### src/rtl/pipeline_pkg.sv
// Shared definitions for the 8-bit pipeline front end: widths, opcodes, fetch FSM states.
package pipeline_pkg;

  localparam int DEF_IW = 8;
  localparam int DEF_AW = 4;

  typedef enum logic [1:0] {
    OP_ADD  = 2'b00,
    OP_SUB  = 2'b01,
    OP_LOAD = 2'b10,
    OP_HALT = 2'b11
  } opcode_t;

  typedef enum logic [1:0] {
    S_IDLE = 2'd0,
    S_LOAD = 2'd1,
    S_RUN  = 2'd2,
    S_HALT = 2'd3
  } state_t;

  // The opcode lives in the top two bits of every instruction word.
  function automatic logic isHalt(input logic [1:0] op);
    return opcode_t'(op) == OP_HALT;
  endfunction

endpackage

### src/rtl/instr_fetch_unit_if.sv
// Program-load, control and decode-side handshake signals of the instruction fetch unit.
interface instr_fetch_unit_if #(
  parameter int IW = pipeline_pkg::DEF_IW,
  parameter int AW = pipeline_pkg::DEF_AW
);

  logic          load_valid;
  logic          load_ready;
  logic [IW-1:0] load_data;
  logic          load_last;
  logic          start;
  logic          redirect_valid;
  logic [AW-1:0] redirect_pc;
  logic          out_valid;
  logic          out_ready;
  logic [IW-1:0] out_instr;
  logic [AW-1:0] out_pc;
  logic          busy;
  logic          halted;

  // Program loader / decode stage side.
  modport master (
    output load_valid, load_data, load_last, start, redirect_valid, redirect_pc, out_ready,
    input  load_ready, out_valid, out_instr, out_pc, busy, halted
  );

  // Fetch unit side.
  modport slave (
    input  load_valid, load_data, load_last, start, redirect_valid, redirect_pc, out_ready,
    output load_ready, out_valid, out_instr, out_pc, busy, halted
  );

endinterface

### src/rtl/fetch_imem.sv
// Instruction memory: synchronous write from the loader, asynchronous read for fetch.
module fetch_imem
  import pipeline_pkg::*;
#(
  parameter int IW = DEF_IW,
  parameter int AW = DEF_AW
) (
  input  logic          clk,
  input  logic          we_i,
  input  logic [AW-1:0] waddr_i,
  input  logic [IW-1:0] wdata_i,
  input  logic [AW-1:0] raddr_i,
  output logic [IW-1:0] rdata_o
);

  logic [IW-1:0] mem [2**AW];

  // Program words are written one beat per clock; contents survive reset.
  always_ff @(posedge clk) begin
    if (we_i) begin
      mem[waddr_i] <= wdata_i;
    end
  end

  assign rdata_o = mem[raddr_i];

endmodule

### src/rtl/instr_fetch_unit.sv
// Fetch stage: loads the program into fetch_imem and streams instructions to decode.
module instr_fetch_unit
  import pipeline_pkg::*;
#(
  parameter int IW = DEF_IW,
  parameter int AW = DEF_AW
) (
  input  logic              clk,
  input  logic              rst,
  instr_fetch_unit_if.slave bus
);

  localparam logic [AW-1:0] LAST_ADDR = '1;

  state_t        state_q, state_d;
  logic [AW-1:0] pc_q, pc_d;
  logic [AW-1:0] loadPtr_q, loadPtr_d;
  logic          outValid_q, outValid_d;
  logic [IW-1:0] outInstr_q, outInstr_d;
  logic [AW-1:0] outPc_q, outPc_d;
  logic          halted_q, halted_d;

  logic          memWe;
  logic [AW-1:0] memWaddr;
  logic [IW-1:0] memRdata;
  logic          loadReady;
  logic          beat;
  logic          slotFree;

  fetch_imem #(.IW(IW), .AW(AW)) uImem (
    .clk     (clk),
    .we_i    (memWe),
    .waddr_i (memWaddr),
    .wdata_i (bus.load_data),
    .raddr_i (pc_q),
    .rdata_o (memRdata)
  );

  assign loadReady = (state_q != S_RUN);
  assign beat      = bus.load_valid & loadReady;
  assign slotFree  = !outValid_q || bus.out_ready;

  // Next-state logic: load sequencing, start, fetch/stall, redirect and halt detection.
  always_comb begin
    state_d    = state_q;
    pc_d       = pc_q;
    loadPtr_d  = loadPtr_q;
    outValid_d = outValid_q;
    outInstr_d = outInstr_q;
    outPc_d    = outPc_q;
    halted_d   = halted_q;
    memWe      = 1'b0;
    memWaddr   = loadPtr_q;

    if (outValid_q && bus.out_ready) begin
      outValid_d = 1'b0;
    end

    case (state_q)
      S_IDLE, S_HALT: begin
        if (beat) begin
          memWe    = 1'b1;
          memWaddr = '0;
          halted_d = 1'b0;
          if (bus.load_last) begin
            state_d   = S_IDLE;
            loadPtr_d = '0;
          end else begin
            state_d   = S_LOAD;
            loadPtr_d = AW'(1);
          end
        end else if (bus.start) begin
          state_d  = S_RUN;
          pc_d     = '0;
          halted_d = 1'b0;
        end
      end
      S_LOAD: begin
        if (beat) begin
          memWe    = 1'b1;
          memWaddr = loadPtr_q;
          if (bus.load_last || (loadPtr_q == LAST_ADDR)) begin
            state_d   = S_IDLE;
            loadPtr_d = '0;
          end else begin
            loadPtr_d = loadPtr_q + AW'(1);
          end
        end
      end
      S_RUN: begin
        if (bus.redirect_valid) begin
          outValid_d = 1'b0;
          pc_d       = bus.redirect_pc;
        end else if (slotFree) begin
          outValid_d = 1'b1;
          outInstr_d = memRdata;
          outPc_d    = pc_q;
          pc_d       = pc_q + AW'(1);
          if (isHalt(memRdata[IW-1 -: 2])) begin
            state_d  = S_HALT;
            halted_d = 1'b1;
          end
        end
      end
      default: begin
        state_d = S_IDLE;
      end
    endcase
  end

  // State, PC, load pointer and output register update with asynchronous reset.
  always_ff @(posedge clk or posedge rst) begin
    if (rst) begin
      state_q    <= S_IDLE;
      pc_q       <= '0;
      loadPtr_q  <= '0;
      outValid_q <= 1'b0;
      outInstr_q <= '0;
      outPc_q    <= '0;
      halted_q   <= 1'b0;
    end else begin
      state_q    <= state_d;
      pc_q       <= pc_d;
      loadPtr_q  <= loadPtr_d;
      outValid_q <= outValid_d;
      outInstr_q <= outInstr_d;
      outPc_q    <= outPc_d;
      halted_q   <= halted_d;
    end
  end

  assign bus.load_ready = loadReady;
  assign bus.out_valid  = outValid_q;
  assign bus.out_instr  = outInstr_q;
  assign bus.out_pc     = outPc_q;
  assign bus.busy       = (state_q == S_LOAD) || (state_q == S_RUN);
  assign bus.halted     = halted_q;

endmodule

### src/flat_wrapper.sv
// flat-port wrapper written by rule: the top's interface ports become plain ports
module instr_fetch_unit_flat import pipeline_pkg::*;
#(
  parameter int IW = DEF_IW,
  parameter int AW = DEF_AW
)
  (clk, rst, bus_load_valid, bus_load_data, bus_load_last, bus_start, bus_redirect_valid, bus_redirect_pc, bus_out_ready, bus_load_ready, bus_out_valid, bus_out_instr, bus_out_pc, bus_busy, bus_halted);
  instr_fetch_unit_if #(.IW(IW), .AW(AW)) bus_i ();
  input  logic clk;
  input  logic rst;
  input wire logic [$bits(bus_i.load_valid)-1:0] bus_load_valid;
  input wire logic [$bits(bus_i.load_data)-1:0] bus_load_data;
  input wire logic [$bits(bus_i.load_last)-1:0] bus_load_last;
  input wire logic [$bits(bus_i.start)-1:0] bus_start;
  input wire logic [$bits(bus_i.redirect_valid)-1:0] bus_redirect_valid;
  input wire logic [$bits(bus_i.redirect_pc)-1:0] bus_redirect_pc;
  input wire logic [$bits(bus_i.out_ready)-1:0] bus_out_ready;
  output wire logic [$bits(bus_i.load_ready)-1:0] bus_load_ready;
  output wire logic [$bits(bus_i.out_valid)-1:0] bus_out_valid;
  output wire logic [$bits(bus_i.out_instr)-1:0] bus_out_instr;
  output wire logic [$bits(bus_i.out_pc)-1:0] bus_out_pc;
  output wire logic [$bits(bus_i.busy)-1:0] bus_busy;
  output wire logic [$bits(bus_i.halted)-1:0] bus_halted;
  assign bus_i.load_valid = bus_load_valid;
  assign bus_i.load_data = bus_load_data;
  assign bus_i.load_last = bus_load_last;
  assign bus_i.start = bus_start;
  assign bus_i.redirect_valid = bus_redirect_valid;
  assign bus_i.redirect_pc = bus_redirect_pc;
  assign bus_i.out_ready = bus_out_ready;
  assign bus_load_ready = bus_i.load_ready;
  assign bus_out_valid = bus_i.out_valid;
  assign bus_out_instr = bus_i.out_instr;
  assign bus_out_pc = bus_i.out_pc;
  assign bus_busy = bus_i.busy;
  assign bus_halted = bus_i.halted;
  instr_fetch_unit #(.IW(IW), .AW(AW)) u_core (.clk(clk), .rst(rst), .bus(bus_i));
endmodule
### config.mk
export PLATFORM = sky130hd
export DESIGN_NAME = instr_fetch_unit_flat
export DESIGN_NICKNAME = d
export VERILOG_FILES = /design/src/rtl/pipeline_pkg.sv /design/src/rtl/instr_fetch_unit_if.sv /design/src/rtl/fetch_imem.sv /design/src/rtl/instr_fetch_unit.sv /design/src/flat_wrapper.sv
export SDC_FILE = /design/constraint.sdc
export NUM_CORES = 1
export LEC_CHECK = 0
export ABC_AREA = 1
export BUFFER_PORTS_ARGS = -buffer_cell sky130_fd_sc_hd__buf_2
export CAP_MARGIN = 15
export CORE_UTILIZATION = 35
export CTS_BUF_LIST = sky130_fd_sc_hd__clkbuf_4 sky130_fd_sc_hd__clkbuf_8
export CTS_CLUSTER_SIZE = 20
export DETAILED_ROUTE_END_ITERATION = 10
export GPL_ROUTABILITY_DRIVEN = 0
export HOLD_SLACK_MARGIN = 0.1
export PLACE_DENSITY_LB_ADDON = 0.12
export SKIP_CTS_REPAIR_TIMING = 1
export SLEW_MARGIN = 25
export SYNTH_ARGS = -nofsm -noshare
export SYNTH_HDL_FRONTEND = slang
export SYNTH_SLANG_ARGS = --single-unit
export TNS_END_PERCENT = 100
### constraint.sdc
create_clock -name clk -period 7.61 [get_ports clk]
set_input_delay 0 -clock clk [delete_from_list [all_inputs] [get_ports clk]]
set_output_delay 0 -clock clk [all_outputs]
set_load 0.03 [all_outputs]
==> qor.csv, run 1 <==
metric,value,unit
status,"finished, final reports clean",
p_leak,2.66,nW
die_w,137,µm
drt-total-wl,15800,µm
via_count,4364,
period_needed,3.57,ns
num_rows,48,
cts_sinks,152,
clock_latency,0.45,ns
root_buffer,clkbuf_8,
finalMaxSlewViolations,0,
clk_pin_slew_worst_paths,0.08,ns
ys_seq_area_share,70.1,%
ctsLongestPathBuffers,2,
finalSetupTns,0,ns
arrival,3.95,ns
endpoint_kind,flip-flop,
synth_seq_cells,152,
cts_buffers,17,
synth_area,6340,µm²
multiInputGateArea,1580,µm²
fin_crit_sh,46.9,%
seqCellArea,4450,µm²
cap_violations,0,
drtIter0Drc,379,
startpoint_type,flip-flop,
worstMarginPinSlew,1.05,ns
via_per_inst,5.18,
h-tree-depth,4,
finalSetupViolations,0,
slew_headroom,30.0,%
grt_pass1_wl,24200,µm
syn_area_per_cell,11.5,µm²
powerDensity,334,nW/µm²
grt_pass1_vias,4220,
antenna_left,0,
io_pins,35,
clock.fmax,280,MHz
syn_inst,551,
nets,629,
cts_tree,yes,
layout-drive-gt1-share,12.2,%
dp_hpwl,9710,µm
hold_class,in -> reg,
port_buffers,34,
synth_area_leaders,"edfxtp_1, dfrtp_1, nor2_1",
path_cells,buf_4 > clkinv_2 > nand2_1 > nand3_1 > nand3_1 > nand3_1 > nand2_1 > nand2_1 > nand2_2 > nand4_1 > dlygate4sd3_1 > nand2_1,
core,17500,µm²
clock_skew,0.0119,ns
syn-num-nets,575,
num_antenna_cells,0,
chipHeight,137,µm
crit_type,reg -> reg,
peakVddDrop,0.000167,V
avgRoutedWirePerCell,18.8,µm
ys_warn_count,0,
yosysTopAreaCellShare,60.6,%
slowest_delay,0.93,ns
rsz0062_at_grt,false,
synthToLayoutAreaGrowth,14.4,%
yosysTopAreaCell,edfxtp_1,
cp_common_cell,nand2_1,
grt_antenna_before_repair,0,
hold-worst-slack,0.0621,ns
grt_usage,18.2,%
grt-ovfl-total,0,
die-area,18700,µm²
fillers,1661,
grt_max_degree,71,
cp_max_fo,70,
worst_path_max_delay_cell,clkinv_2,
hold_violations,0,
initial_utilization,36.3,%
drc,0,
yosysUniqueCellTypes,29,
worst_ep_required_time,8.00,ns
dr.pass1.iters,5,
-- power breakdown --
group	internal, mW	leakage [nW]	switching, mW
Combinational	0.252	1.04	0.580
Sequential	0.990	1.45	0.0637
Clock	0.225	0.167	0.314
Total	1.47	2.66	0.957
-- registers in the layout, summed over array words and instances (netlist names) --
register / count
u_core.bus.halted: 1
u_core.pc_q: 4
u_core.bus.out_pc: 4
u_core.uImem.mem: 128
u_core.state_q: 2
u_core.bus.out_instr: 8
u_core.bus.out_valid: 1
u_core.loadPtr_q: 4
-- worst max-delay path: cells and delay by family, from the launching register on --
family        cells  cell delay [ns]
simple gates      9             1.00
buf+inv           3             2.07
flops             1             0.35
-- worst paths after layout --
check,startpoint,endpoint,slack (ns),cells past startpoint
max,u_core.pc_q[0]$_DFFE_PP0P_,u_core.state_q[0]$_DFFE_PP0P_,4.04,12
min,bus_load_valid,u_core.state_q[1]$_DFFE_PP0P_,0.06,6
max reg2reg,u_core.pc_q[0]$_DFFE_PP0P_,u_core.state_q[0]$_DFFE_PP0P_,4.04,12
min reg2reg,u_core.bus.out_pc[1]$_DFFE_PP0P_,u_core.bus.out_pc[1]$_DFFE_PP0P_,0.49,2
max in group asynchronous,rst,u_core.pc_q[0]$_DFFE_PP0P_,7.06,3
min in group asynchronous,rst,u_core.bus.out_instr[1]$_DFFE_PP0P_,0.15,3
-- cells in the final DEF, fill, tap and decap left out, drive strengths merged, types with 7 or more instances in the layout --
master / n
edfxtp: 128
nor2: 88
nand2: 68
o21ai: 67
inv: 49
nand3: 39
buf: 39
dfrtp: 24
dlygate4sd3: 22
clkbuf: 17
o22ai: 14
o221ai: 14
clkinv: 12
a31oi: 8
a21oi: 7
-- synthesized netlist by cell type, drive strengths merged --
master and count:
a32oi 1, a21oi 7, nor3 2, ha 5
a22oi 2, nand4 5, clkbuf 7, dfrtp 24
inv 47, buf 19, nor3b 2, or2 1
nand2 68, o221ai 14, o22ai 14, a31oi 8
nand3 39, nor2 88, o21ai 67, edfxtp 128
clkinv 2, a21boi 1
-- routing by layer --
metal  vias up  track usage [%]  wire length [µm]
met3        15             4.15               923
met4         0             6.60               292
met5         -                0                 0
met1      2163             24.7              7010
met2       127             28.4              7600
li1       2059                -                 -
-- final cells by class --
class | instances | share of cell area [%]
Multi-Input combinational cell | 324 | 21.7
Tap cell | 225 | 3.88
Clock inverter | 14 | 1.43
Sequential cell | 152 | 61.3
Timing Repair Buffer | 61 | 5.90
Clock buffer | 17 | 3.23
Inverter | 49 | 2.55
-- metrics by stage --
step                cells  power, mW  utilization, %  instance area, µm²  setup slack [ns]
floorplan             551       1.63               -                6340              5.15
global placement      789       1.87            38.3                6690              4.91
detailed placement    789       1.88            38.3                6690              4.84
CTS                   820       2.42            40.2                7030              4.82
global route          842       2.58            41.5                7250              3.73
finish                842       2.42            41.5                7250              4.04
-- kinds of logic (layout without fill, tap and decap cells) --
family / after synthesis / after routing / synth area share, %
compound gates: 114 / 114 / 10.4
fa+ha+maj: 5 / 5 / 0.986
buf+inv: 75 / 141 / 5.09
flops: 152 / 152 / 70.1
simple gates: 205 / 205 / 13.4
(Power assumes the default switching activity.)
==> run 2, diff against run 1 <==
Clock period 7.61 ns to 3.6 ns, I/O delays scaled along.
==> run 2 against run 1 <==
Against the previous run:
- via count grew 0.48%
- sequential cell count is the same
- setup slack lost 3.5 ns
- hold slack gained 0.029 ns
- critical path depth shrank 6
- design area grew 1.9%
- register-to-register slack lost 3.5 ns
- largest cell class unchanged
- critical path type unchanged
- wire length grew 6.4%
- clock skew grew 0.0094 ns
- total power grew 130%
- sequential power grew 110%
- combinational power grew 130%
- highest routed layer unchanged
==> qor.csv, run 2 (synthesized netlist as in run 1, its figures left out) <==
metric,value,unit,change
clock_skew,0.0213,ns,was 0.0119 ns
status,"finished, final reports clean",,unchanged
finalSetupViolations,0,,unchanged
clock_latency,0.47,ns,was 0.45 ns
die_w,137,µm,unchanged
final_cell_mix,"edfxtp_1, nor2_1, nand2_1, o21ai_0, inv_1",,unchanged
powerDensity,754,nW/µm²,was 334 nW/µm²
cts_buffers,17,,unchanged
h-tree-depth,4,,unchanged
io_pins,35,,unchanged
drt-total-wl,16800,µm,was 15800 µm
initial_utilization,36.3,%,unchanged
root_buffer,clkbuf_8,,unchanged
final_common_cell,edfxtp_1,,unchanged
grt_usage,19.1,%,was 18.2%
hold_class,in -> reg,,unchanged
cap_violations,0,,unchanged
startpoint_type,flip-flop,,unchanged
worst_ep_required_time,3.94,ns,was 8.00 ns
synthToLayoutAreaGrowth,16.5,%,was 14.4%
hold_violations,0,,unchanged
hold-worst-slack,0.0909,ns,was 0.0621 ns
antenna_left,0,,unchanged
grt_pass1_vias,4222,,was 4220
dr.pass1.iters,4,,was 5
cts_sinks,152,,unchanged
dp_hpwl,10600,µm,was 9710 µm
regMostFlops,u_core.uImem.mem,,unchanged
num_rows,48,,unchanged
largest_reg_flops,128,,unchanged
ctsLongestPathBuffers,2,,unchanged
grt_antenna_before_repair,0,,unchanged
grt_max_degree,70,,was 71
arrival,3.35,ns,was 3.95 ns
via_per_inst,5.18,,about the same
period_needed,3.01,ns,was 3.57 ns
p_leak,2.74,nW,was 2.66 nW
cp_max_fo,19,,was 70
endpoint_kind,flip-flop,,unchanged
peakVddDrop,0.000538,V,was 0.000167 V
regToRegSetupSlack,0.59,ns,was 4.04 ns
drtIter0Drc,301,,was 379
chipHeight,137,µm,unchanged
rsz0062_at_grt,false,,unchanged
crit_type,reg -> reg,,unchanged
grt_pass1_wl,25000,µm,was 24200 µm
fin_crit_sh,83.6,%,was 46.9%
worstMarginPinSlew,0.832,ns,was 1.05 ns
drc,0,,unchanged
slew_headroom,44.3,%,was 30.0%
die-area,18700,µm²,unchanged
clk_pin_slew_worst_paths,0.08,ns,about the same
finalMaxSlewViolations,0,,unchanged
clock.fmax,332,MHz,was 280 MHz
num_antenna_cells,0,,unchanged
avgRoutedWirePerCell,19.9,µm,was 18.8 µm
port_buffers,34,,unchanged
cts_tree,yes,,unchanged
nets,632,,was 629
core,17500,µm²,unchanged
via_count,4385,,was 4364
grt-ovfl-total,0,,unchanged
layout-drive-gt1-share,13.2,%,was 12.2%
finalSetupTns,0,ns,unchanged
==> run 2: cell count changes in the layout (fill, tap and decap cells not counted), sizes merged <==
cell,delta
bufinv,+4
inv,-1
clkinv,-6
clkinvlp,-1
clkbuf,+5
buf,+3
==> run 2: metrics by stage <==
step	cell area, µm²	worst slack, ns	total power [mW]	utilization [%]	std cells
after floorplan	6340	1.14	3.46	-	551
after global placement	6720	0.925	4.04	38.4	792
after detailed placement	6720	0.805	4.06	38.4	792
after CTS	7170	0.800	5.52	41.0	824
after global routing	7390	0.439	5.85	42.3	846
final	7390	0.592	5.57	42.3	846
==> run 2: report_power, final <==
group | leakage, nW | internal, mW | total (mW) | switching (mW)
Combinational | 1.06 | 0.547 | 1.90 | 1.35
Clock | 0.228 | 0.820 | 1.48 | 0.658
Sequential | 1.45 | 2.09 | 2.19 | 0.0998
==> run 2: area by class of cell <==
type                    instances  area [µm²]
flip-flops and latches        152        4450
clock buffers                  22         284
fillers                      1659       10100
multi-input cells             324        1580
well taps                     225         282
repair buffers                 64         450
clock inverters                10         168
inverters                      49         184
==> run 2: worst paths after layout <==
path | startpoint | endpoint | cells after the start
max | u_core.pc_q[2]$_DFFE_PP0P_ | u_core.pc_q[2]$_DFFE_PP0P_ | 6
min | bus_load_valid | u_core.state_q[1]$_DFFE_PP0P_ | 6
max reg2reg | u_core.pc_q[2]$_DFFE_PP0P_ | u_core.pc_q[2]$_DFFE_PP0P_ | 6
min reg2reg | u_core.bus.out_pc[0]$_DFFE_PP0P_ | u_core.bus.out_pc[0]$_DFFE_PP0P_ | 2
max in group asynchronous | rst | u_core.pc_q[0]$_DFFE_PP0P_ | 3
min in group asynchronous | rst | u_core.bus.out_instr[1]$_DFFE_PP0P_ | 3
==> run 2: layer usage <==
layer / vias to the layer above / wire length (µm) / track usage [%]
li1: 2067 / - / -
met1: 2184 / 8010 / 26.6
met2: 117 / 7850 / 29.5
met3: 17 / 751 / 4.00
met4: 0 / 238 / 6.54
met5: - / 0 / 0
==> run 2: critical path, cell delays in order (launching register included) <==
cell           delay (ns)
dfrtp_1              0.32
buf_4                0.26
clkinv_1             0.62
a32oi_1              0.45
dlygate4sd3_1        0.59
o21ai_0              0.08
dlygate4sd3_1        0.57
